<file path="src/rtl/temp_buffer_sequencer.sv">
// Single-port BRAM sequencer for the temperature history ring buffer:
// sample write + statistics scan + restoring divide, and host readback.
module temp_buffer_sequencer #(
    parameter int DEPTH = 10,
    parameter int AW    = 4,
    parameter int DW    = 8,
    parameter int SW    = 12
) (
    input  logic          clk,
    input  logic          rst,
    input  logic [DW-1:0] sample_in,
    input  logic          sample_valid,
    output logic          sample_ready,
    input  logic          rd_req,
    input  logic [AW-1:0] rd_addr,
    output logic          rd_ack,
    output logic [DW-1:0] rd_data,
    output logic          bram_we,
    output logic [AW-1:0] bram_addr,
    output logic [DW-1:0] bram_din,
    input  logic [DW-1:0] bram_dout,
    output logic [DW-1:0] avg_temp,
    output logic [DW-1:0] max_temp,
    output logic [DW-1:0] min_temp,
    output logic          stats_valid,
    output logic [AW-1:0] entry_count
);

    localparam int CW = $clog2(SW);

    typedef enum logic [2:0] {
        IDLE, WRITE, SCAN, DRAIN, DIV, DONE, RD_ADDR, RD_DATA
    } state_t;

    state_t        state;
    logic [AW-1:0] wp;
    logic [SW-1:0] sum;
    logic [SW-1:0] quo;
    logic [SW-1:0] rem;
    logic [DW-1:0] mx;
    logic [DW-1:0] mn;
    logic [DW-1:0] rd_hold;
    logic [CW-1:0] div_cnt;

    logic [SW:0]   r_shift;
    logic [SW-1:0] r_diff;
    logic [SW-1:0] rem_next;
    logic [SW-1:0] q_next;
    logic          ge;

    // One restoring-division step; the divisor is the live entry count.
    always_comb begin
        r_shift  = {rem, quo[SW-1]};
        ge       = r_shift >= (SW+1)'(entry_count);
        r_diff   = r_shift[SW-1:0] - SW'(entry_count);
        rem_next = ge ? r_diff : r_shift[SW-1:0];
        q_next   = {quo[SW-2:0], ge};
    end

    // The BRAM has no output register, so read data is only valid during RD_DATA.
    assign rd_data = rd_ack ? bram_dout : rd_hold;

    always_ff @(posedge clk) begin
        if (rst) begin
            state        <= IDLE;
            wp           <= '0;
            entry_count  <= '0;
            sum          <= '0;
            quo          <= '0;
            rem          <= '0;
            mx           <= '0;
            mn           <= '1;
            div_cnt      <= '0;
            rd_hold      <= '0;
            avg_temp     <= '0;
            max_temp     <= '0;
            min_temp     <= '1;
            stats_valid  <= 1'b0;
            rd_ack       <= 1'b0;
            bram_we      <= 1'b0;
            bram_addr    <= '0;
            bram_din     <= '0;
            sample_ready <= 1'b1;
        end else begin
            bram_we     <= 1'b0;
            rd_ack      <= 1'b0;
            stats_valid <= 1'b0;
            case (state)
                IDLE: begin
                    if (sample_valid) begin
                        bram_we      <= 1'b1;
                        bram_addr    <= wp;
                        bram_din     <= sample_in;
                        sample_ready <= 1'b0;
                        state        <= WRITE;
                    end else if (rd_req) begin
                        bram_addr    <= rd_addr;
                        sample_ready <= 1'b0;
                        state        <= RD_ADDR;
                    end
                end
                WRITE: begin
                    wp <= (wp == AW'(DEPTH - 1)) ? '0 : wp + 1'b1;
                    if (entry_count != AW'(DEPTH))
                        entry_count <= entry_count + 1'b1;
                    sum       <= '0;
                    mx        <= '0;
                    mn        <= '1;
                    bram_addr <= '0;
                    state     <= SCAN;
                end
                SCAN: begin
                    // Data for the previous address arrives this cycle.
                    if (bram_addr != '0) begin
                        sum <= sum + SW'(bram_dout);
                        if (bram_dout > mx) mx <= bram_dout;
                        if (bram_dout < mn) mn <= bram_dout;
                    end
                    if (bram_addr == entry_count - 1'b1)
                        state <= DRAIN;
                    else
                        bram_addr <= bram_addr + 1'b1;
                end
                DRAIN: begin
                    if (bram_dout > mx) mx <= bram_dout;
                    if (bram_dout < mn) mn <= bram_dout;
                    quo     <= sum + SW'(bram_dout);
                    rem     <= '0;
                    div_cnt <= '0;
                    state   <= DIV;
                end
                DIV: begin
                    rem     <= rem_next;
                    quo     <= q_next;
                    div_cnt <= div_cnt + 1'b1;
                    if (div_cnt == CW'(SW - 1)) begin
                        avg_temp    <= q_next[DW-1:0];
                        max_temp    <= mx;
                        min_temp    <= mn;
                        stats_valid <= 1'b1;
                        state       <= DONE;
                    end
                end
                DONE: begin
                    sample_ready <= 1'b1;
                    state        <= IDLE;
                end
                RD_ADDR: begin
                    rd_ack <= 1'b1;
                    state  <= RD_DATA;
                end
                RD_DATA: begin
                    rd_hold      <= bram_dout;
                    sample_ready <= 1'b1;
                    state        <= IDLE;
                end
                default: state <= IDLE;
            endcase
        end
    end

endmodule

</file>
<file path="config.mk">
export PLATFORM = sky130hd
export DESIGN_NAME = temp_buffer_sequencer
export DESIGN_NICKNAME = d
export VERILOG_FILES = /design/src/rtl/temp_buffer_sequencer.sv
export SDC_FILE = /design/constraint.sdc
export NUM_CORES = 1
export LEC_CHECK = 0
export BUFFER_PORTS_ARGS = -buffer_cell sky130_fd_sc_hd__buf_2
export CAP_MARGIN = 30
export CORE_ASPECT_RATIO = 1.25
export CORE_MARGIN = 2
export CORE_UTILIZATION = 53
export CTS_CLUSTER_SIZE = 40
export DETAILED_ROUTE_END_ITERATION = 8
export HOLD_SLACK_MARGIN = 0.15
export PLACE_DENSITY = 0.77
export SLEW_MARGIN = 10
export SYNTH_ARGS = -nofsm -noshare
export SYNTH_HDL_FRONTEND = slang
export SYNTH_SLANG_ARGS = --single-unit
</file>
<file path="constraint.sdc">
create_clock -name clk -period 2.35 [get_ports clk]
set_clock_uncertainty 0.15 [all_clocks]
set_input_delay 0.3525 -clock clk [delete_from_list [all_inputs] [get_ports clk]]
set_output_delay 0.3525 -clock clk [all_outputs]
set_load 0.05 [all_outputs]
</file>
# Word-level counts from Yosys, hierarchy flattened
# Cells that the tools add are included.
[totals] memories=0 latchBits=0 mem_bits_ro=0 inputBits=24 elab_cells=94 register_bits=115 ram_bits=0 out_inout_bits=52
[op_classes] n_shift=0 eq_ne=16 multipliers=0 reduce_logical=18 n_bitwise=2 order_cmp=3 add_sub_neg=7 n_div=0 muxes=29
[ops] op="case mux 12 bit (2 select lines)" n=3
[ops] op="case mux 8 bit (3 select lines)" n=2
[ops] op="two-way mux 8 bit" n=5
[ops] op="two-way mux 12 bit" n=2
[ops] op="case mux 3 bit (7 select lines)" n=1
[ops] op="adder 4 x 1 -> 4 bit, second input constant" n=4
[ops] op="two-way mux 4 bit" n=4
[ops] op=">= comparator 13 x 4 -> 1 bit" n=1
[ops] op="adder 12 x 8 -> 12 bit" n=1
[ops] op="== test 3 bit, second input constant" n=4
[ops] op="two-way mux 3 bit" n=4
[ops] op="case mux 4 bit (3 select lines)" n=1
[ops] op="AND reduction 2 bit" n=6
[ops] op="subtractor 12 x 4 -> 12 bit" n=1
[ops] op="== test 4 bit, second input constant" n=2
[ops] op="> comparator 8 bit" n=1
[ops] op="< comparator 8 bit" n=1
[ops] op="inequality test 2 bit, second input constant" n=4
[ops] op="case mux 4 bit (2 select lines)" n=1
[ops] op="== test 3 x 2 -> 1 bit, second input constant" n=2
[ops] op="AND reduction 3 bit" n=2
[ops] op="nonzero test 2 bit" n=3
[ops] op="nonzero test 3 bit" n=2
[ops] op="OR reduction 2 bit" n=3
[ops] op="other kinds (10)" n=15

# Longest topological paths before layout
# Gate-level depths: netlist (run 1).
[depth] word_depth=4 depth_mapped=8 mapped_depth_nobuf=8

# Worst setup path after synthesis (run 1)
# Ideal clock, no wire load.
[synth_path] path_kind="register to register" start="reg entry_count[2]" end="reg rem[0]" t_required_ns=2.083 stages_incl_launch_ff=8 path_buffers=0 setup_time_ns=0.117 synth_period_minus_slack_ns=2.910 arrival_time_ns=2.643 path_slack_ns=-0.560 path_cell_list="dfxtp_1 -> inv_1 -> ha_1 -> and4b_1 -> a2111o_1 -> nor4b_4 -> mux2i_1 -> a22o_1"
[synth_between] elab_chain_len=3
[synth_rtl] item="from (decl)" line_no="26" text="output logic [AW-1:0] entry_count"
[synth_rtl] item="from (signal assigned)" line_no="105" text="entry_count <= entry_count + 1'b1;"
[synth_rtl] item=">= comparator 13 x 4 -> 1 bit" line_no="54" text="ge = r_shift >= (SW+1)'(entry_count);"
[synth_rtl] item="two-way mux 12 bit" line_no="56" text="rem_next = ge ? r_diff : r_shift[SW-1:0];"
[synth_rtl] item="case mux 12 bit (2 select lines)" line_no="88" text="case (state)"
[synth_rtl] item="to (signal assigned)" line_no="133" text="rem <= rem_next;"
[synth_rtl] item="to (decl)" line_no="39" text="logic [SW-1:0] rem;"
# Every way passes these cells.
# A chain may end at the register's enable or synchronous reset.

# Final worst setup path (run 1)
# Ends and elaborated chain as after synthesis.

==> results of run 1 <==
-- worst min-delay path by stage --
stage | start | endpoint | slack [ns] | cells past startpoint
floorplan | quo[6] | avg_temp[7] | 0.30 | 2
global placement | bram_din[1] | bram_din[1] | 0.29 | 2
detailed placement | max_temp[5] | max_temp[5] | 0.30 | 2
CTS | bram_dout[3] | mx[3] | 0.22 | 4
global route | bram_dout[2] | mx[2] | 0.24 | 4
finish | bram_dout[5] | mx[5] | 0.23 | 4
-- per-stage QoR --
stage,utilization,std cells
3_3_place_gp,0.617,947
3_5_place_dp,0.617,947
6_report,0.684,989
5_1_grt,0.684,989
4_1_cts,0.681,988
2_1_floorplan,-,728
-- placed cells by master, fill, tap and decap left out, types with 9 or more instances in the layout --
cell type	count
a211oi_1	9
a21o_1	9
a21oi_1	55
a22oi_1	12
buf_2	75
buf_4	45
clkbuf_16	18
dfxtp_1	110
dlygate4sd3_1	9
ha_1	29
inv_1	28
mux2_2	9
mux2i_1	32
nand2_1	118
nand2b_1	10
nand3_1	20
nand3b_1	10
nand4_1	10
nor2_1	69
nor3_1	19
o21ai_0	20
xnor2_1	9
-- sequential cells by signal, summed over array words and instances (netlist names) --
name and flops:
entry_count 4, stats_valid 1, quo 12, bram_we 1, wp 4, rd_ack 1, state 3, mx 8
mn 8, rd_hold 8, max_temp 8, bram_din 8, bram_addr 4, avg_temp 8, rem 12, sum 12
sample_ready 1, min_temp 8, div_cnt 4
-- area by class of cell --
type / instances / area share
clock buffer: 21 / 0.0635
clock inverter: 11 / 0.0195
inverter: 31 / 0.0160
multi-input combinational: 546 / 0.466
sequential: 115 / 0.305
tap: 135 / 0.0223
timing repair buffer: 130 / 0.107
-- kinds of logic after synthesis --
kind of cell / after synthesis / synth area share
and+or+nand+nor: 301 / 0.240
AOI/OAI and AO/OA: 156 / 0.169
DFF: 115 / 0.382
buffers and inverters: 67 / 0.0426
muxes: 41 / 0.0700
adders and majority gates: 35 / 0.0752
xor gates and xnor gates: 13 / 0.0212
-- report_power, final --
group / internal, mW / total, mW / switching [mW] / leakage [nW]
Clock: 1.79 / 2.72 / 0.929 / 0.305
Sequential: 2.03 / 2.11 / 0.0796 / 0.934
Combinational: 0.420 / 1.10 / 0.679 / 2.15
Total: 4.24 / 5.92 / 1.69 / 3.39
-- tightest hold or removal path: cells and delay by family --
family,cells,cell delay [ns]
buffers and inverters,2,0.27
AND/OR/NAND/NOR,1,0.06
multiplexers,1,0.05
-- metal layers --
layer | share of wire | track usage | up-vias
met5 | 0 | 0 | -
met4 | 0.028 | 0.127 | 0
met3 | 0.048 | 0.0588 | 39
met2 | 0.51 | 0.470 | 178
met1 | 0.41 | 0.298 | 2767
li1 | - | - | 2806
-- what timing repair did --
item / CTS / global route
endpoints found under the setup margin: 0 / 10
endpoints found under the hold margin: 9 / 0
setup buffers: 0 / 1
hold buffers: 9 / 0
gates resized for setup: 0 / 7
==> qor.txt, run 1 <==
critical path class -> reg -> reg
Yosys warnings -> 0
status -> finished, final reports clean
setup TNS -> 0 ns
Post-synth top flop -> dfxtp_1
fin area -> 0.00758 sq mm
Initial Util -> 0.544
RSZ-0062 raised after global routing -> true
Worst Path Buf+Inv -> 2
Min-Delay Path Class -> in -> reg
Cell variety after synth -> 71
post-route ant nets -> 0
CP Depth -> 8
Syn-to-layout area delta -> 25.9%
crit end category -> flip-flop
# port buffers -> 75
CP startpoint kind -> flip-flop
crit-path max cell delay -> 0.43 ns
CTS H-tree depth -> 4
r2r setup slk -> 0.07 ns
hpwl dp -> 11.1 mm
area taken by multi-input logic gates -> 0.00353 sq mm
peak supply drop -> 576 uV
pin count of the biggest net entering global routing -> 59
Netlist Area Pre-Place -> 0.00602 sq mm
ANT cells -> 0
# IOs -> 76
Final Cycle Share -> 0.970
most frequent cells after synthesis -> nand2_1 (119), dfxtp_1 (115), nor2_1 (69)
crit path max fanout -> 7
clock buffer depth -> 2
layout cells sized above 1 -> 0.228
number of global-route vias before repair -> 5518
crit path DAT -> 2.49 ns
pre-CTS setup slack -> -0.0529 ns
Avg WL per Cell -> 16.1 um
via count -> 5790
dominant cells by area after synthesis -> dfxtp_1 (38%), nand2_1 (7.4%), ha_1 (6.9%), mux2i_1 (5.3%), a21oi_1 (4.6%)
most frequent cell after synthesis -> nand2_1
reg2reg start -> entry_count[2]
register area -> 0.00232 sq mm
RD Place Congestion -> 0.920
Final setup viols -> 0
Std-Cell Rows -> 43
CP cell instances -> inv_4 > ha_4 > and4b_1 > a2111o_1 > nor4b_4 > buf_6 > mux2i_1 > a22o_1
DR iter-0 viols -> 271
Clock Pin Slew Worst Setup and Hold Paths -> 0.06 ns
Clk Latency, worst-skew pair -> 0.42 ns
Critical Path Start -> entry_count[2]
register area share after synthesis -> 0.382
Synth Area per Inst -> 8.28 sq um
Worst Setup EP -> rem[0]
#FFs+latches synth -> 115
first-pass GRT wire length -> 25.9 mm
vias per cell -> 5.85
R2R depth -> 8
Post-Route WL -> 16.0 mm
Slowest cell on crit path -> a2111o_1
Pre-antenna DRT Iters -> 5
Yosys top cell area share -> 0.382
syn nets -> 787
Leak -> 3.39 nW
ys async rst share -> 0
grt total ovfl -> 0
critical path's top delay family -> compound AO/OA/AOI/OAI gates
DIE WIDTH -> 99.4 um
upper clock frequency limit -> 438 MHz
Max Slew Vio Count -> 0
core area -> 0.0111 sq mm
CP required -> 2.56 ns
r2r endpoint -> rem[0]
Placed Area -> 0.00683 sq mm
DRC violations left -> 0
antenna violations before repair -> 0
gr usage total -> 0.264
final setup margin -> 0.0694 ns
Hold Vio Cnt, Final -> 0
pwr dens -> 781 mW/mm^2
CTS Buf Count -> 17
CTS Root Cell -> clkbuf_16
CTS tree -> done
Min Hold Slack -> 0.228 ns
Max-slew headroom -> 0.556
Die Footprint -> 0.0122 sq mm
max_cap viols -> 0
fin crit period -> 2.28 ns
Power, Total -> 5.92 mW
Post-synth EDFFs -> 0
layout filler cell count -> 857
worst slew pin tran -> 0.664 ns
# clock sinks -> 115
die height -> 123 um
Final nets -> 900
cells after synthesis -> 728
cell taking the most area after synthesis -> dfxtp_1
Note: power is estimated with default switching activity, not from simulation.
==> inputs of run 2 (changes only) <==
--- a/config.mk
+++ b/config.mk
@@ -5,6 +5,7 @@
 export SDC_FILE = /design/constraint.sdc
 export NUM_CORES = 1
 export LEC_CHECK = 0
+export ABC_AREA = 1
 export BUFFER_PORTS_ARGS = -buffer_cell sky130_fd_sc_hd__buf_2
 export CAP_MARGIN = 30
 export CORE_ASPECT_RATIO = 1.25
==> qor.txt, run 2 <==
layout filler cell count -> 1057
Post-Route WL -> 15.6 mm
Syn-to-layout area delta -> 18.9%
Avg WL per Cell -> 13.7 um
Post-synth EDFFs -> 0
Cell variety after synth -> 41
Initial Util -> 0.537
peak supply drop -> 566 uV
RD Place Congestion -> 0.862
post-route ant nets -> 0
reg2reg start -> entry_count[2]
layout cells sized above 1 -> 0.140
mux cell area share after synthesis -> 0
number of global-route vias before repair -> 5668
core area -> 0.0115 sq mm
register area share after synthesis -> 0.373
syn nets -> 966
vias per cell -> 5.38
crit-path max cell delay -> 0.40 ns
worst slew pin tran -> 0.582 ns
#FFs+latches synth -> 115
CTS Buf Count -> 17
# IOs -> 76
Final nets -> 1046
Std-Cell Rows -> 44
cells after synthesis -> 907
DRC violations left -> 0
hpwl dp -> 10.8 mm
most used cell, CP -> nand2_1
Final setup viols -> 0
# port buffers -> 75
worst hold path endpoint -> state[2]
crit path DAT -> 2.23 ns
Leak -> 3.52 nW
ANT cells -> 0
commonest non-fill, non-tap cell in the layout -> nand2_1
grt total ovfl -> 0
CP cell instances -> inv_1 > ha_1 > nand2_1 > nand2_1 > nand2_1 > nand2_1 > nor2_2 > buf_4 > nand4_1 > nand3_1 > a21oi_1
Synth Area in Simple Gates -> 0.310
RSZ-0062 raised after global routing -> false
upper clock frequency limit -> 473 MHz
XOR/XNOR Fraction of Synth Area -> 0.0184
Hold Path Stages -> 5
DIE WIDTH -> 101 um
most frequent cell after synthesis -> nand2_1
CTS H-tree depth -> 4
fin cells -> 1134
DR iter-0 viols -> 233
Yosys top cell area share -> 0.373
CTS tree -> done
most frequent cells in the layout -> nand2_1 (252), dfxtp_1 (115), inv_1 (102), nand3_1 (91), buf_2 (75)
gr usage total -> 0.256
Yosys warnings -> 0
Max-slew headroom -> 0.612
Netlist Area Pre-Place -> 0.00618 sq mm
Die Footprint -> 0.0125 sq mm
CTS Root Cell -> clkbuf_16
Cells after DPL -> 1098
critical path class -> reg -> reg
r2r endpoint -> rem[1]
status -> finished, final reports clean
Hold Vio Cnt, Final -> 0
Max Slew Vio Count -> 0
cell taking the most area after synthesis -> dfxtp_1
die height -> 125 um
crit end category -> flip-flop
clock buffer depth -> 2
Top Registers -> quo: 12 flops, rem: 12 flops, sum: 12 flops
pwr dens -> 1200 mW/mm^2
CP startpoint kind -> flip-flop
fin crit period -> 2.11 ns
R2R depth -> 11
CP required -> 2.46 ns
most frequent cells after synthesis -> nand2_1 (252), dfxtp_1 (115), inv_1 (102)
hold path start -> rd_req
Final Cycle Share -> 0.900
largest family of logic cells by synthesized area -> simple AND/OR/NAND/NOR gates
via count -> 6099
Clk Latency, worst-skew pair -> 0.41 ns
antenna violations before repair -> 0
Adder-Cell Fraction of Synth Area -> 0.0733
post-synthesis compound-gate area fraction -> 0.134
Pre-antenna DRT Iters -> 5
Clock Pin Slew Worst Setup and Hold Paths -> 0.05 ns
dominant cells by area after synthesis -> dfxtp_1 (37%), nand2_1 (15%), nand3_1 (7.4%), ha_1 (6.7%), inv_1 (6.2%)
Post-synth top flop -> dfxtp_1
Slowest cell on crit path -> ha_1
r2r setup slk -> 0.24 ns
crit path max fanout -> 10
max_cap viols -> 0
Power, Total -> 8.78 mW
Synth Area per Inst -> 6.81 sq um
# clock sinks -> 115
first-pass GRT wire length -> 26.0 mm
Min-Delay Path Class -> in -> reg
ys async rst share -> 0
pin count of the biggest net entering global routing -> 54
==> run 2: repair_timing <==
action                                 4_1_cts  5_1_grt
setup buffers                                0        0
hold buffers                                 8        0
setup endpoints to repair                    0        3
resized for setup                            0        2
endpoints found under the hold margin        8        0
==> run 2: routing by layer <==
metal	up-vias	part of all wire	GRT usage
met2	170	0.50	0.449
met1	2782	0.43	0.317
met4	0	0.018	0.0741
met3	29	0.045	0.0471
met5	-	0	0
li1	3118	-	-
==> run 2: worst max path at each step <==
stage	slack, ns	startpoint	end	depth (start not counted)
final	0.24	entry_count[2]	rem[1]	11
after CTS	0.20	entry_count[2]	rem[2]	11
after detailed placement	0.21	bram_dout[0]	quo[6]	11
after floorplan	-0.04	rd_ack	rd_data[5]	2
after global routing	0.04	entry_count[2]	rem[5]	11
after global placement	0.25	bram_dout[7]	mx[5]	11
==> run 2: per-stage QoR <==
| step | area (sq um) | hold WS [ns] | worst slack (ns) | setup TNS, ns | utilization |
|---|---|---|---|---|---|
| after floorplan | 6180 | 0.274 | -0.0380 | -0.0760 | - |
| after global routing | 7340 | 0.209 | 0.0351 | 0 | 0.638 |
| after global placement | 6650 | 0.283 | 0.252 | 0 | 0.578 |
| final | 7340 | 0.181 | 0.235 | 0 | 0.638 |
| after CTS | 7330 | 0.176 | 0.204 | 0 | 0.637 |
| after detailed placement | 6650 | 0.288 | 0.212 | 0 | 0.578 |
==> run 2: kinds of logic after synthesis <==
kind of cell,count (synthesis)
AND/OR/NAND/NOR,450
AO/OA/AOI/OAI,149
buffers and inverters,145
flip-flops,115
adder cells (fa/ha/maj),35
XOR/XNOR,13
==> run 2: area by class of cell <==
cell class / count / area, sq um / share of cell area
timing repair buffer: 93 / 531 / 0.0723
clock inverter: 5 / 100 / 0.0136
sequential: 115 / 2300 / 0.314
tap: 138 / 173 / 0.0235
multi-input combinational: 647 / 3310 / 0.451
clock buffer: 23 / 498 / 0.0678
inverter: 113 / 424 / 0.0578
==> run 2: critical path, delay by kind of cell (launching register included) <==
kind	cells	cell delay (ns)
simple gates	7	0.67
fa+ha+maj	1	0.40
flops	1	0.36
buf+inv	2	0.34
compound gates	1	0.06
==> run 2: where the power goes <==
part,total (mW),internal (mW),switching (mW)
combinational,3.67,1.18,2.50
sequential,2.47,2.23,0.241
clock,2.63,1.78,0.849
